### config.mk
export PLATFORM = sky130hd
export DESIGN_NAME = shift_reg_ctrl
export DESIGN_NICKNAME = d
export VERILOG_FILES = /design/src/rtl/shift_reg_ctrl.sv
export SDC_FILE = /design/constraint.sdc
export NUM_CORES = 1
export LEC_CHECK = 0
export ABC_AREA = 1
export CAP_MARGIN = 20
export CORE_MARGIN = 4
export CORE_UTILIZATION = 41
export CTS_BUF_LIST = sky130_fd_sc_hd__clkbuf_4
export DETAILED_ROUTE_END_ITERATION = 8
export PLACE_DENSITY = 0.75
export SETUP_SLACK_MARGIN = 0.4
export SLEW_MARGIN = 20
export SYNTH_ARGS = -nofsm -noshare
export SYNTH_HDL_FRONTEND = slang
export SYNTH_SLANG_ARGS = --single-unit
### constraint.sdc
create_clock -name clk -period 1.4 [get_ports clk]
set_clock_uncertainty 0.1 [all_clocks]
set_input_delay 0.28 -clock clk [delete_from_list [all_inputs] [get_ports clk]]
set_output_delay 0.28 -clock clk [all_outputs]
set_load 0.05 [all_outputs]
### src/rtl/shift_reg_ctrl.sv
// Transfer controller for a Hamming-protected universal shift register.
// Arbitrates a TX (PISO) and an RX (SIPO) requester; all outputs are registered.
module shift_reg_ctrl #(
  parameter int unsigned WIDTH = 8
) (
  input  logic             clk,
  input  logic             rst,
  input  logic             req_tx,
  input  logic [WIDTH-1:0] tx_data,
  output logic             gnt_tx,
  input  logic             req_rx,
  output logic             gnt_rx,
  output logic [WIDTH-1:0] rx_data,
  output logic             done,
  output logic             err,
  output logic             busy,
  output logic             reg_enable,
  output logic             reg_load,
  output logic [1:0]       reg_mode,
  output logic [WIDTH-1:0] reg_parallel_in,
  input  logic [WIDTH-1:0] reg_parallel_out,
  input  logic             reg_err
);

  localparam int unsigned CntW = (WIDTH > 1) ? $clog2(WIDTH) : 1;
  localparam logic [CntW-1:0] CntLast = CntW'(WIDTH - 1);

  localparam logic [1:0] ModeHold = 2'b00;
  localparam logic [1:0] ModeSipo = 2'b01;
  localparam logic [1:0] ModePiso = 2'b10;

  typedef enum logic [2:0] {
    StIdle,
    StLoad,
    StShift,
    StCapture,
    StDone
  } state_e;

  state_e           state_q, state_d;
  logic [CntW-1:0]  cnt_q, cnt_d;
  logic             is_rx_q, is_rx_d;
  logic             prio_rx_q, prio_rx_d;
  logic             err_flag_q, err_flag_d;
  logic [WIDTH-1:0] hold_q, hold_d;
  logic             grant_tx, grant_rx;
  logic             in_xfer;

  logic             gnt_tx_d, gnt_rx_d, done_d, err_d, busy_d;
  logic             reg_enable_d, reg_load_d;
  logic [1:0]       reg_mode_d;
  logic [WIDTH-1:0] reg_parallel_in_d, rx_data_d;

  // State register
  always_ff @(posedge clk or negedge rst) begin
    if (!rst) begin
      state_q    <= StIdle;
      cnt_q      <= '0;
      is_rx_q    <= 1'b0;
      prio_rx_q  <= 1'b0;
      err_flag_q <= 1'b0;
      hold_q     <= '0;
    end else begin
      state_q    <= state_d;
      cnt_q      <= cnt_d;
      is_rx_q    <= is_rx_d;
      prio_rx_q  <= prio_rx_d;
      err_flag_q <= err_flag_d;
      hold_q     <= hold_d;
    end
  end

  assign in_xfer = (state_q == StLoad) || (state_q == StShift) || (state_q == StCapture);

  // Next-state logic, including arbitration and the sticky error flag
  always_comb begin
    state_d   = state_q;
    cnt_d     = cnt_q;
    grant_tx  = 1'b0;
    grant_rx  = 1'b0;
    unique case (state_q)
      StIdle: begin
        // On contention the requester not granted last wins
        if (req_tx && (!req_rx || !prio_rx_q)) begin
          grant_tx = 1'b1;
          state_d  = StLoad;
        end else if (req_rx) begin
          grant_rx = 1'b1;
          state_d  = StShift;
          cnt_d    = '0;
        end
      end
      StLoad: begin
        state_d = StShift;
        cnt_d   = '0;
      end
      StShift: begin
        if (cnt_q == CntLast) begin
          state_d = is_rx_q ? StCapture : StDone;
          cnt_d   = '0;
        end else begin
          cnt_d = cnt_q + CntW'(1);
        end
      end
      StCapture: state_d = StDone;
      StDone:    state_d = StIdle;
      default:   state_d = StIdle;
    endcase

    is_rx_d   = grant_rx ? 1'b1 : (grant_tx ? 1'b0 : is_rx_q);
    prio_rx_d = grant_tx ? 1'b1 : (grant_rx ? 1'b0 : prio_rx_q);
    hold_d    = grant_tx ? tx_data : hold_q;

    if (grant_tx || grant_rx) begin
      err_flag_d = 1'b0;
    end else if (in_xfer && reg_err) begin
      err_flag_d = 1'b1;
    end else begin
      err_flag_d = err_flag_q;
    end
  end

  // Output decode from the next state so every output lands in a flop
  always_comb begin
    gnt_tx_d          = grant_tx;
    gnt_rx_d          = grant_rx;
    busy_d            = (state_d != StIdle);
    done_d            = (state_d == StDone);
    err_d             = (state_d == StDone) && err_flag_d;
    reg_enable_d      = 1'b0;
    reg_load_d        = 1'b0;
    reg_mode_d        = ModeHold;
    reg_parallel_in_d = '0;
    rx_data_d         = (state_q == StCapture) ? reg_parallel_out : rx_data;
    unique case (state_d)
      StLoad: begin
        reg_enable_d      = 1'b1;
        reg_load_d        = 1'b1;
        reg_mode_d        = ModePiso;
        reg_parallel_in_d = hold_d;
      end
      StShift: begin
        reg_enable_d = 1'b1;
        reg_mode_d   = is_rx_d ? ModeSipo : ModePiso;
      end
      default: begin
        reg_enable_d = 1'b0;
      end
    endcase
  end

  // Output registers
  always_ff @(posedge clk or negedge rst) begin
    if (!rst) begin
      gnt_tx          <= 1'b0;
      gnt_rx          <= 1'b0;
      done            <= 1'b0;
      err             <= 1'b0;
      busy            <= 1'b0;
      reg_enable      <= 1'b0;
      reg_load        <= 1'b0;
      reg_mode        <= ModeHold;
      reg_parallel_in <= '0;
      rx_data         <= '0;
    end else begin
      gnt_tx          <= gnt_tx_d;
      gnt_rx          <= gnt_rx_d;
      done            <= done_d;
      err             <= err_d;
      busy            <= busy_d;
      reg_enable      <= reg_enable_d;
      reg_load        <= reg_load_d;
      reg_mode        <= reg_mode_d;
      reg_parallel_in <= reg_parallel_in_d;
      rx_data         <= rx_data_d;
    end
  end

  a_grant_onehot: assert property (@(posedge clk) disable iff (!rst) !(gnt_tx && gnt_rx));
  a_done_no_grant: assert property (@(posedge clk) disable iff (!rst)
                                    !(done && (gnt_tx || gnt_rx)));

endmodule

==> impl_metrics.ini, run 1 <==
[place]
weighted_congestion_at_the_end_of_routability_driven_global_placement = 0.862
place.port_buffers = 45
hpwl_after_detailed_placement_um = 2520
post-place-ws_ns = -0.326

[clock_tree]
cts_tree = yes
htreeDepth = 2
clock_pin_slew_of_the_registers_on_the_worst_case_setup_and_hold_paths_ns = 0.10
clk_latency_ns = 0.34
cts-root-to-sink-buffers = 2
postCtsHoldBufs = 0
clkSinkCount = 34
clockRootBuffer = clkbuf_4
cts-buffers-inserted = 5

[setup_path]
r2r_setup_slack_ns = -0.09
worstPathBufferInverterCount = 0
worstPathRequired_ns = 1.53
timing.critical_path.cells = ha_2, ha_4, nand2_4, nand2_2, nand2_2, nand3_2, nor2_1, nand2_1
worst_path_dominant_cell_family = simple AND/OR/NAND/NOR gates
peak_fanout_along_the_critical_path = 3
worst-setup-path-type = flip-flop to flip-flop
critPathCaptureType = flip-flop
critical_path.slowest_cell = dfrtp_1
worst_ep_arrival_time_ns = 1.62
worst_setup_path_start_kind = flip-flop
critical_path.max_stage_delay_ns = 0.40
worst_path_most_repeated_cell = nand2_2

[detailed_routing]
totalWireLength_um = 4230
remaining_drc_errors = 0
number_of_iterations_in_the_first_detailed_routing_pass = 4
wl_per_cell_um = 16.3
drt-initial-drc-count = 35
antenna_violating_nets_post_route = 0
via_count = 1226
drt-vias-per-instance = 4.72

[pwr]
max-vdd-ir-drop_v = 0.00145
power_mw = 5.96
power.static_leakage_nw = 1.32
powerDensity_nw_per_um2 = 2300

[grt]
grt_start_max_net_pins = 35
grt_antenna_before_repair = 0
grt_usage = 0.187
global_route_total_overflow = 0
first_pass_grt_wire_length_um = 5780
grt_pass1_vias = 1248

[floorplanning]
io_pins = 46
die_width_um = 65.0
floorplan.initialDensity = 0.433
design.core.area_um2 = 3080
die_area_um2 = 4220
fp-row-count = 20
dieHeight_um = 65.0

[cells_and_area]
nNetsFinal = 238
antenna_diode_instance_count = 0
area_delta_synth_final_pct = 94.1
fill_cells = 171
drive_above_1_share = 0.565

[timing]
post-route-worst-setup-slack_ns = -0.0947
final.min_clock_period_ns = 1.49
fin_worst_hold_slack_ns = 0.218
finalSetupViolations = 9
report.final.slew_viol_count = 0
fin_crit_sh = 1.07
report.final.hold_viol_count = 0
grt_setup_unrepaired = true
max_clock_freq_mhz = 669
tightest_slew_ns = 0.392
slew_headroom = 0.739

[synth]
synth.yosys.seq_area_share = 0.639
ys_warn_count = 0
number_of_instances_in_the_synthesized_netlist = 141
avgSynthCellArea_um2 = 9.44
mappedNetlistArea_um2 = 1330
mappedNetlistNets = 164
synth_cell_type_count = 18
synthesis_stage_register_bit_count = 34

[min_path]
min_path_type = input pin to async pin

[job]
max-cap-violations = 0

[run_status]
violations = negative setup slack
outcome = complete, but fails checks
## synth_stat cells (all sizes together)
library cell | n | share of area
inv | 22 | 0.062
nand2 | 58 | 0.17
dfrtp | 34 | 0.64
nor3 | 2 | 0.0075
a21oi | 3 | 0.011
nand4 | 1 | 0.0047
o21ai | 1 | 0.0038
a31oi | 1 | 0.0047
nand3 | 4 | 0.023
buf | 2 | 0.017
nor2 | 10 | 0.038
o21bai | 1 | 0.0056
ha | 2 | 0.019
## kinds of logic (layout without fill, tap and decap cells)
kind of cell	after synthesis	count (layout)	synth area share
fa+ha+maj	2	2	0.0188
flops	34	34	0.639
compound gates	6	6	0.0254
simple gates	75	75	0.238
buf+inv	24	99	0.0789
## cells in the final DEF, fill, tap and decap left out, types with 2 or more instances in the layout
master	netlist	final
buf_4	0	13
inv_4	0	3
inv_2	2	12
nand2_4	0	8
nor2_1	7	4
clkbuf_4	0	6
dfrtp_1	34	33
a21oi_1	3	2
clkdlybuf4s50_1	0	20
nor2_2	2	2
nand2_2	1	26
nand2_1	57	24
buf_6	2	10
nand3_4	0	2
nor2_4	1	4
buf_12	0	26
inv_1	20	7
## flip-flops by register name, indices dropped and copies added (netlist names), 2 cells and up
| register | count |
|---|---|
| reg_parallel_in | 8 |
| rx_data | 8 |
| reg_mode | 2 |
| state_q | 3 |
| cnt_q | 3 |
## metrics by stage
stage	util	instance area, um2	TNS (ns)	std cells
4_1_cts	0.782	2410	-0.0371	254
3_5_place_dp	0.711	2190	-4.89	237
6_report	0.839	2580	-0.463	260
2_1_floorplan	-	1370	0	141
3_3_place_gp	0.711	2190	-2.95	237
5_1_grt	0.839	2580	-1.03	260
## report_power, final
group,internal (mW),switching (mW),leakage [nW]
sequential,1.34,0.350,0.436
combinational,1.74,2.00,0.847
clock,0.208,0.322,0.0331
total,3.28,2.68,1.32
## metal layers
metal	global-route usage	vias up	routed length, um
met5	0	-	0
met4	0.0976	0	44
met3	0.0451	4	253
met2	0.364	39	2470
met1	0.177	611	1460
li1	-	572	-
## cell type report
cell class              count  area, um2  area share
repair buffers             69        931       0.360
flip-flops and latches     34        852       0.330
multi-input cells          83        602       0.233
inverters                  22       90.1      0.0349
well taps                  44       55.1      0.0213
clock buffers               6       45.0      0.0174
clock inverters             2       8.76     0.00339
## path summary, 6_finish.rpt
path	from	endpoint	depth (start not counted)
setup / recovery	cnt_q[0]$_DFFE_PN0P_	busy$_DFF_PN0_	8
hold / removal	rst	reg_parallel_in[5]$_DFF_PN0_	2
setup reg to reg	cnt_q[0]$_DFFE_PN0P_	busy$_DFF_PN0_	8
hold reg to reg	prio_rx_q$_DFFE_PN0P_	prio_rx_q$_DFFE_PN0P_	2
max in group asynchronous	rst	state_q[2]$_DFF_PN0_	2
min in group clk	reg_parallel_out[0]	rx_data[0]$_DFFE_PN0N_	3
## repair_timing
action | in CTS | in global routing
buffers inserted | 9 | 5
resized for setup | 35 | 43
endpoints found under the setup margin | 58 | 59
pin swaps | 21 | 13
cloned | 0 | 1
(Power assumes the default switching activity.)
==> run 2, diff against run 1 <==
--- a/config.mk
+++ b/config.mk
@@ -7,6 +7,7 @@
 export LEC_CHECK = 0
 export ABC_AREA = 1
 export CAP_MARGIN = 20
+export CORE_ASPECT_RATIO = 0.9
 export CORE_MARGIN = 4
 export CORE_UTILIZATION = 41
 export CTS_BUF_LIST = sky130_fd_sc_hd__clkbuf_4
==> run 2 against run 1 <==
The flow still finishes with violations (negative setup slack). Clock-buffer cell count unchanged. Critical path depth is the same. Total power decreased by 2.2%. Critical path type unchanged. Critical endpoint unchanged. Highest routed layer unchanged.
==> impl_metrics.ini, run 2 (synthesis gave the netlist of run 1 again) <==
[run_status]
outcome = complete, but fails checks
violations = negative setup slack

[floorplanning]
die_area_um2 = 4220
die_width_um = 68.1
fp-row-count = 19
floorplan.initialDensity = 0.431
dieHeight_um = 62.1
io_pins = 46
design.core.area_um2 = 3090

[setup_path]
ff2ff_path_depth = 8
worst_r2r_endpoint = busy$_DFF_PN0_
worst-setup-path-type = flip-flop to flip-flop
crit_end = busy$_DFF_PN0_
r2r_setup_slack_ns = -0.05
worst_ep_arrival_time_ns = 1.58
critPathCaptureType = flip-flop
worst_setup_path_start_kind = flip-flop
peak_fanout_along_the_critical_path = 3
critPathLaunch = cnt_q[1]$_DFFE_PN0P_
worstPathRequired_ns = 1.54
rr_startpoint = cnt_q[1]$_DFFE_PN0P_

[grt]
grt_util_met3 = 0.0594
global_route.usage.met1 = 0.207
grt_usage = 0.191
first_pass_grt_wire_length_um = 5640
grt_pass1_vias = 1236
grt_antenna_before_repair = 0
gr-usage-met2 = 0.343
globalRoute.busiestLayer = met2
global_route_total_overflow = 0
grt_start_max_net_pins = 35

[timing]
report.final.hold_viol_count = 0
tightest_slew_ns = 0.249
fin_worst_hold_slack_ns = 0.205
final.min_clock_period_ns = 1.45
fin_setup_tns_ns = -0.167
fin_crit_sh = 1.03
slew_headroom = 0.834
finalSetupViolations = 6
report.final.slew_viol_count = 0
max_clock_freq_mhz = 691
grt_setup_unrepaired = true
post-route-worst-setup-slack_ns = -0.0472

[pwr]
clkPwrFrac = 0.090
max-vdd-ir-drop_v = 0.00132
power.net_switching_mw = 2.61
power_frac_seq = 0.287
power_mw = 5.82
power.static_leakage_nw = 1.34
comb_power_share = 0.623
internal_power_component_mw = 3.22
powerDensity_nw_per_um2 = 2280
p_sw_frac = 0.448

[cells_and_area]
layout_commonest_cell = nand2_1
area_delta_synth_final_pct = 92.0
antenna_diode_instance_count = 0
nNetsFinal = 238
layout_common_cells = 37 x nand2_1, 31 x dfrtp_1, 26 x buf_12
largestRegisters = reg_parallel_in x8, rx_data x8
drive_above_1_share = 0.519

[place]
post-place-ws_ns = -0.294
hpwl_after_detailed_placement_um = 2530
place.port_buffers = 45
weighted_congestion_at_the_end_of_routability_driven_global_placement = 0.859

[detailed_routing]
wl_per_cell_um = 15.2
drt-vias-per-instance = 4.76
number_of_iterations_in_the_first_detailed_routing_pass = 4
drt-initial-drc-count = 53
remaining_drc_errors = 0
via_count = 1229
totalWireLength_um = 3920
antenna_violating_nets_post_route = 0

[clock_tree]
cts-buffers-inserted = 5
cts-root-to-sink-buffers = 2
clk_latency_ns = 0.34
postCtsHoldBufs = 0
cts_tree = yes
clkSinkCount = 34
htreeDepth = 2
clockRootBuffer = clkbuf_4
clock_pin_slew_of_the_registers_on_the_worst_case_setup_and_hold_paths_ns = 0.11

[min_path]
min_path_type = input pin to async pin

[job]
max-cap-violations = 0
[run 2: per-stage QoR]
step | cell area [um2] | instances | utilization
2_1_floorplan | 1370 | 141 | -
3_3_place_gp | 2180 | 235 | 0.707
3_5_place_dp | 2180 | 235 | 0.707
4_1_cts | 2370 | 252 | 0.767
5_1_grt | 2560 | 258 | 0.827
6_report | 2560 | 258 | 0.827
[run 2: how the worst min path moves through the flow]
stage | startpoint | to
finish | rst | reg_parallel_in[4]$_DFF_PN0_
global route | rst | reg_parallel_in[4]$_DFF_PN0_
CTS | rst | done$_DFF_PN0_
detailed placement | prio_rx_q$_DFFE_PN0P_ | prio_rx_q$_DFFE_PN0P_
global placement | prio_rx_q$_DFFE_PN0P_ | prio_rx_q$_DFFE_PN0P_
floorplan | rst | busy$_DFF_PN0_
[run 2: area by class of cell]
cell class	count	area [um2]
Clock buffer	6	45.0
Clock inverter	2	8.76
Fill cell	157	534
Inverter	22	87.6
Multi-Input combinational cell	83	592
Sequential cell	34	855
Tap cell	42	52.6
Timing Repair Buffer	69	916
[run 2: power by group through the flow]
stage,clock [mW],sequential [mW],combinational (mW)
finish,0.524,1.67,3.63
global route,0.584,1.72,3.80
CTS,0.540,1.65,3.22
detailed placement,0,1.68,2.95
global placement,0,1.66,2.85
floorplan,0,2.39,0.710
[run 2: critical path, stage by stage, from the launching register on]
cell and delay [ns]:
dfrtp_1 0.40, ha_2 0.20, ha_4 0.17, nand2_4 0.07, nor3_4 0.05, nor2_4 0.14
inv_2 0.06, nor2_2 0.10, nand2_1 0.05
[run 2: repair_timing]
| item | 4_1_cts | 5_1_grt |
|---|---|---|
| setup buffers | 8 | 6 |
| pin swaps | 12 | 8 |
| endpoints found under the setup margin | 59 | 59 |
| resized for setup | 21 | 45 |
| cloned | 1 | 0 |
[run 2: routing by layer]
layer | up-vias | wire length, um
met1 | 595 | 1460
met4 | 0 | 95
met2 | 51 | 2090
li1 | 573 | -
met3 | 10 | 279
met5 | - | 0
==> run 3, diff against run 2 <==
--- a/config.mk
+++ b/config.mk
@@ -6,7 +6,7 @@
 export NUM_CORES = 1
 export LEC_CHECK = 0
 export ABC_AREA = 1
-export CAP_MARGIN = 20
+export CAP_MARGIN = 5
 export CORE_ASPECT_RATIO = 0.9
 export CORE_MARGIN = 4
 export CORE_UTILIZATION = 41
==> results of run 3 <==
Same layout as run 2: the final DEF is identical, and so are final timing and power.
==> variant 1: new RTL, flow settings as in run 2 <==
The parameter `WIDTH` goes from 8 to 4.
--- a/src/rtl/shift_reg_ctrl.sv
+++ b/src/rtl/shift_reg_ctrl.sv
@@ -1,7 +1,7 @@
 // Transfer controller for a Hamming-protected universal shift register.
 // Arbitrates a TX (PISO) and an RX (SIPO) requester; all outputs are registered.
 module shift_reg_ctrl #(
-  parameter int unsigned WIDTH = 8
+  parameter int unsigned WIDTH = 4
 ) (
   input  logic             clk,
   input  logic             rst,
Interface: changed (resized reg_parallel_in, reg_parallel_out, rx_data and tx_data); port bits go from 46 to 30. The function was not compared with the original's and may differ.
==> variant 1 against run 2 <==
- routed wire length down 28%
- area after synthesis is 23% lower
- final area decreased by 27%
- count of clock-buffer cells in the layout down 2
- power fell by 25%
- the flow still finishes with violations (negative setup slack)
- critical endpoint is now cnt_q[0]
- setup slack improved by 31 ps
- utilization down 1.3 points
- sequential cell count decreased by 9
- largest power group unchanged
- critical path type unchanged
- global-route usage is 3.1 points lower
- via count is 27% lower
- first-iteration DRC count down 83%
- non-clock buffer count is 20 lower
==> variant 1: results (changes against run 2) <==
{| class="wikitable"
! Metric !! Value
|-
| Cell types occupying the most area after synthesis || dfrtp_1, nand2_1, inv_1, nor2_1, nor2_2
|-
| Peak fanout along the critical path || 5 (+2)
|-
| GRT Resource Usage Total || 0.160 (-0.0308)
|-
| Post-synthesis net count || 119 (-27%)
|-
| Post-DP HPWL || 1740 µm (-31%)
|-
| Number of setup violations in the final report || 1 (-5)
|-
| Via density || 4.91 (+3.0%)
|-
| Pre-CTS WS || -303 ps (-9.21 ps)
|-
| TritonCTS buffer count || 3 (-2)
|-
| Number of DRC markers in iteration 0 || 9 (-83%)
|-
| Worst setup margin || -15.9 ps (+31.2 ps)
|-
| Critical path's top delay family || flip-flops
|-
| GR met1 Demand/Resource || 0.183 (-0.0245)
|-
| Violations in the final reports || negative setup slack
|-
| Seq/Total Area, Yosys || 0.607 (-0.0323)
|-
| Vias in the first global route || 948 (-23%)
|-
| Post-layout net count || 172 (-28%)
|-
| Static leakage || 0.940 nW (-30%)
|-
| Total wirelength of the detailed-routed design || 2830 µm (-28%)
|-
| Result of the run || complete, but fails checks
|-
| NetSw || 1.97 mW (-24%)
|-
| Top flop regs || reg_parallel_in x4, rx_data x4, state_q x3
|-
| Gpl congestion || 0.834 (-2.9%)
|-
| Maximum level of the CTS H-tree || 1 (-1)
|-
| Worst endpoint data arrival time || 1520 ps (-60 ps)
|-
| Total of buffers placed on input and output ports || 29 (-36%)
|}
variant 1: logic make-up (layout without fill, tap and decap cells):
family	count (synthesis)	in the layout	synth area share
buffers and inverters	20	72	0.0801
DFF	25	25	0.607
and+or+nand+nor	54	54	0.268
AOI/OAI and AO/OA	5	5	0.0328
adders and majority gates	1	1	0.0121
variant 1: power by group through the flow:
stage | clock (mW) | sequential [mW] | combinational [mW]
detailed placement | 0 | 1.25 | 2.23
finish | 0.336 | 1.25 | 2.78
global route | 0.370 | 1.28 | 2.93
CTS | 0.340 | 1.23 | 2.53
floorplan | 0 | 1.72 | 0.690
global placement | 0 | 1.24 | 2.17
variant 1: layout make-up:
type,count,share of cell area
clock buffers,4,0.0162
inverters,19,0.0397
multi-input cells,60,0.244
flip-flops and latches,25,0.338
well taps,27,0.0182
repair buffers,49,0.343
variant 1: metal layers:
| metal | part of all wire | vias to the layer above |
|---|---|---|
| met1 | 0.38 | 440 |
| met3 | 0.070 | 8 |
| met5 | 0 | - |
| met4 | 0.028 | 0 |
| li1 | - | 420 |
| met2 | 0.53 | 35 |
variant 1: path summary, 6_finish.rpt:
check | endpoint | cells after the start | from | slack (ps)
worst max-delay path | cnt_q[0] | 5 | state_q[1] | -20
worst min-delay path | reg_parallel_in[3] | 2 | rst | 210
worst max register to register | cnt_q[0] | 5 | state_q[1] | -20
worst min register to register | prio_rx_q | 2 | prio_rx_q | 440
max in group asynchronous | state_q[0] | 2 | rst | 840
min in group clk | reg_parallel_in[3] | 3 | tx_data[3] | 370
variant 1: per-stage QoR:
stage	instances	utilization	TNS, ps
3_5_place_dp	165	0.701	-2870
5_1_grt	184	0.814	-201
3_3_place_gp	165	0.701	-1540
6_report	184	0.814	-15.9
4_1_cts	178	0.772	0
2_1_floorplan	105	-	0
==> variant 2: new RTL, settings of run 2 <==
Without the edit above. The 5 states of `state_e` get a one-hot encoding in 5 bits.
--- a/src/rtl/shift_reg_ctrl.sv
+++ b/src/rtl/shift_reg_ctrl.sv
@@ -29,12 +29,12 @@
   localparam logic [1:0] ModeSipo = 2'b01;
   localparam logic [1:0] ModePiso = 2'b10;
 
-  typedef enum logic [2:0] {
-    StIdle,
-    StLoad,
-    StShift,
-    StCapture,
-    StDone
+  typedef enum logic [4:0] {
+    StIdle    = 5'b00001,
+    StLoad    = 5'b00010,
+    StShift   = 5'b00100,
+    StCapture = 5'b01000,
+    StDone    = 5'b10000
   } state_e;
 
   state_e           state_q, state_d;
Behaviour: same outputs for any inputs over 10 cycles, from zero or initial values and one cycle with rst low; not proved beyond that.
==> variant 2 against run 2 <==
- the run still ends with negative setup slack left
- area after synthesis increased by 5.4%
- global-route usage is 4.5 points lower
- first-iteration DRC count down 28%
- count of clock-buffer cells in the layout is 1 higher
- final area fell by 1.3%
- routed wire length decreased by 15%
- power fell by 29%
- setup slack lost 33 ps
- sequential cell count rose by 2
- synthesized cell count fell by 11%
- critical path type unchanged
- critical endpoint is now reg_mode[0]
- largest power group unchanged
==> variant 2: results (changes against run 2) <==
{| class="wikitable"
! Metric !! Value
|-
| Via density || 4.68 (-1.8%)
|-
| Pre-CTS WS || -299 ps (-5.12 ps)
|-
| List of most frequent post-synthesis cells || dfrtp_1, inv_1, nor2_1
|-
| Worst setup margin || -80.5 ps (-33.4 ps)
|-
| Worst setup endpoint || reg_mode[0]
|-
| Average wire per cell in the routed design || 14.4 µm (-5.1%)
|-
| Met3 wire length || 229 µm (-18%)
|-
| RR Endpoint || reg_mode[0]
|-
| Vias || 1076 (-12%)
|-
| Result of the run || complete, but fails checks
|-
| Postcts setup bufs || 0 (-8)
|-
| Worst endpoint data arrival time || 1650 ps (+70 ps)
|-
| GRT Resource Usage Total || 0.145 (-0.0452)
|-
| Number of setup violations in the final report || 11 (+5)
|-
| Number of inverters outside the clock class in the layout || 30 (+36%)
|-
| Flip-flop and latch count after synthesis || 36 (+5.9%)
|-
| Violations in the final reports || negative setup slack
|-
| Slew at the pin closest to its max-slew limit || 209 ps (-40.0 ps)
|-
| Dpl cells || 215 (-8.5%)
|-
| Total of clock buffers placed in the layout || 7 (+1)
|-
| Peak fanout along the critical path || 6 (+3)
|-
| Number of distinct library cells after synthesis || 23 (+5)
|-
| Core region area || 0.00316 mm² (+2.3%)
|-
| Number of detailed-routing iterations run before antenna repair || 2 (-2)
|-
| Global-route wire length before repair || 5070 µm (-10%)
|-
| Gate Count Post-Synth || 125 (-11%)
|-
| Post-CTS resize count || 4 (-81%)
|}
-- variant 2: changes by cell type after synthesis, moves of 3 or more --
cell     before  now
nand2_1      57    7
a21oi_1       3    0
nand4_1       1    4
inv_1        20   24
nor2_1        7   17
inv_2         2    6
mux2_1        0    8
-- variant 2: routing by layer --
metal  vias to the layer above  global-route usage
met5                         -                   0
met4                         0              0.0359
met1                       534               0.153
met3                         6              0.0747
li1                        503                   -
met2                        33               0.258
-- variant 2: kinds of logic (layout without fill, tap and decap cells) --
family                   Yosys count  in the layout  share of synthesized area
adder cells (fa/ha/maj)            2              2                     0.0178
buffers and inverters             32             95                     0.0892
AO/OA/AOI/OAI                      8              8                     0.0419
AND/OR/NAND/NOR                   39             39                      0.144
flip-flops                        36             36                      0.643
multiplexers                       8              8                     0.0642
-- variant 2: where the power goes --
group          switching, mW  internal, mW
clock                  0.315         0.232
combinational           1.15         0.955
sequential             0.184          1.28
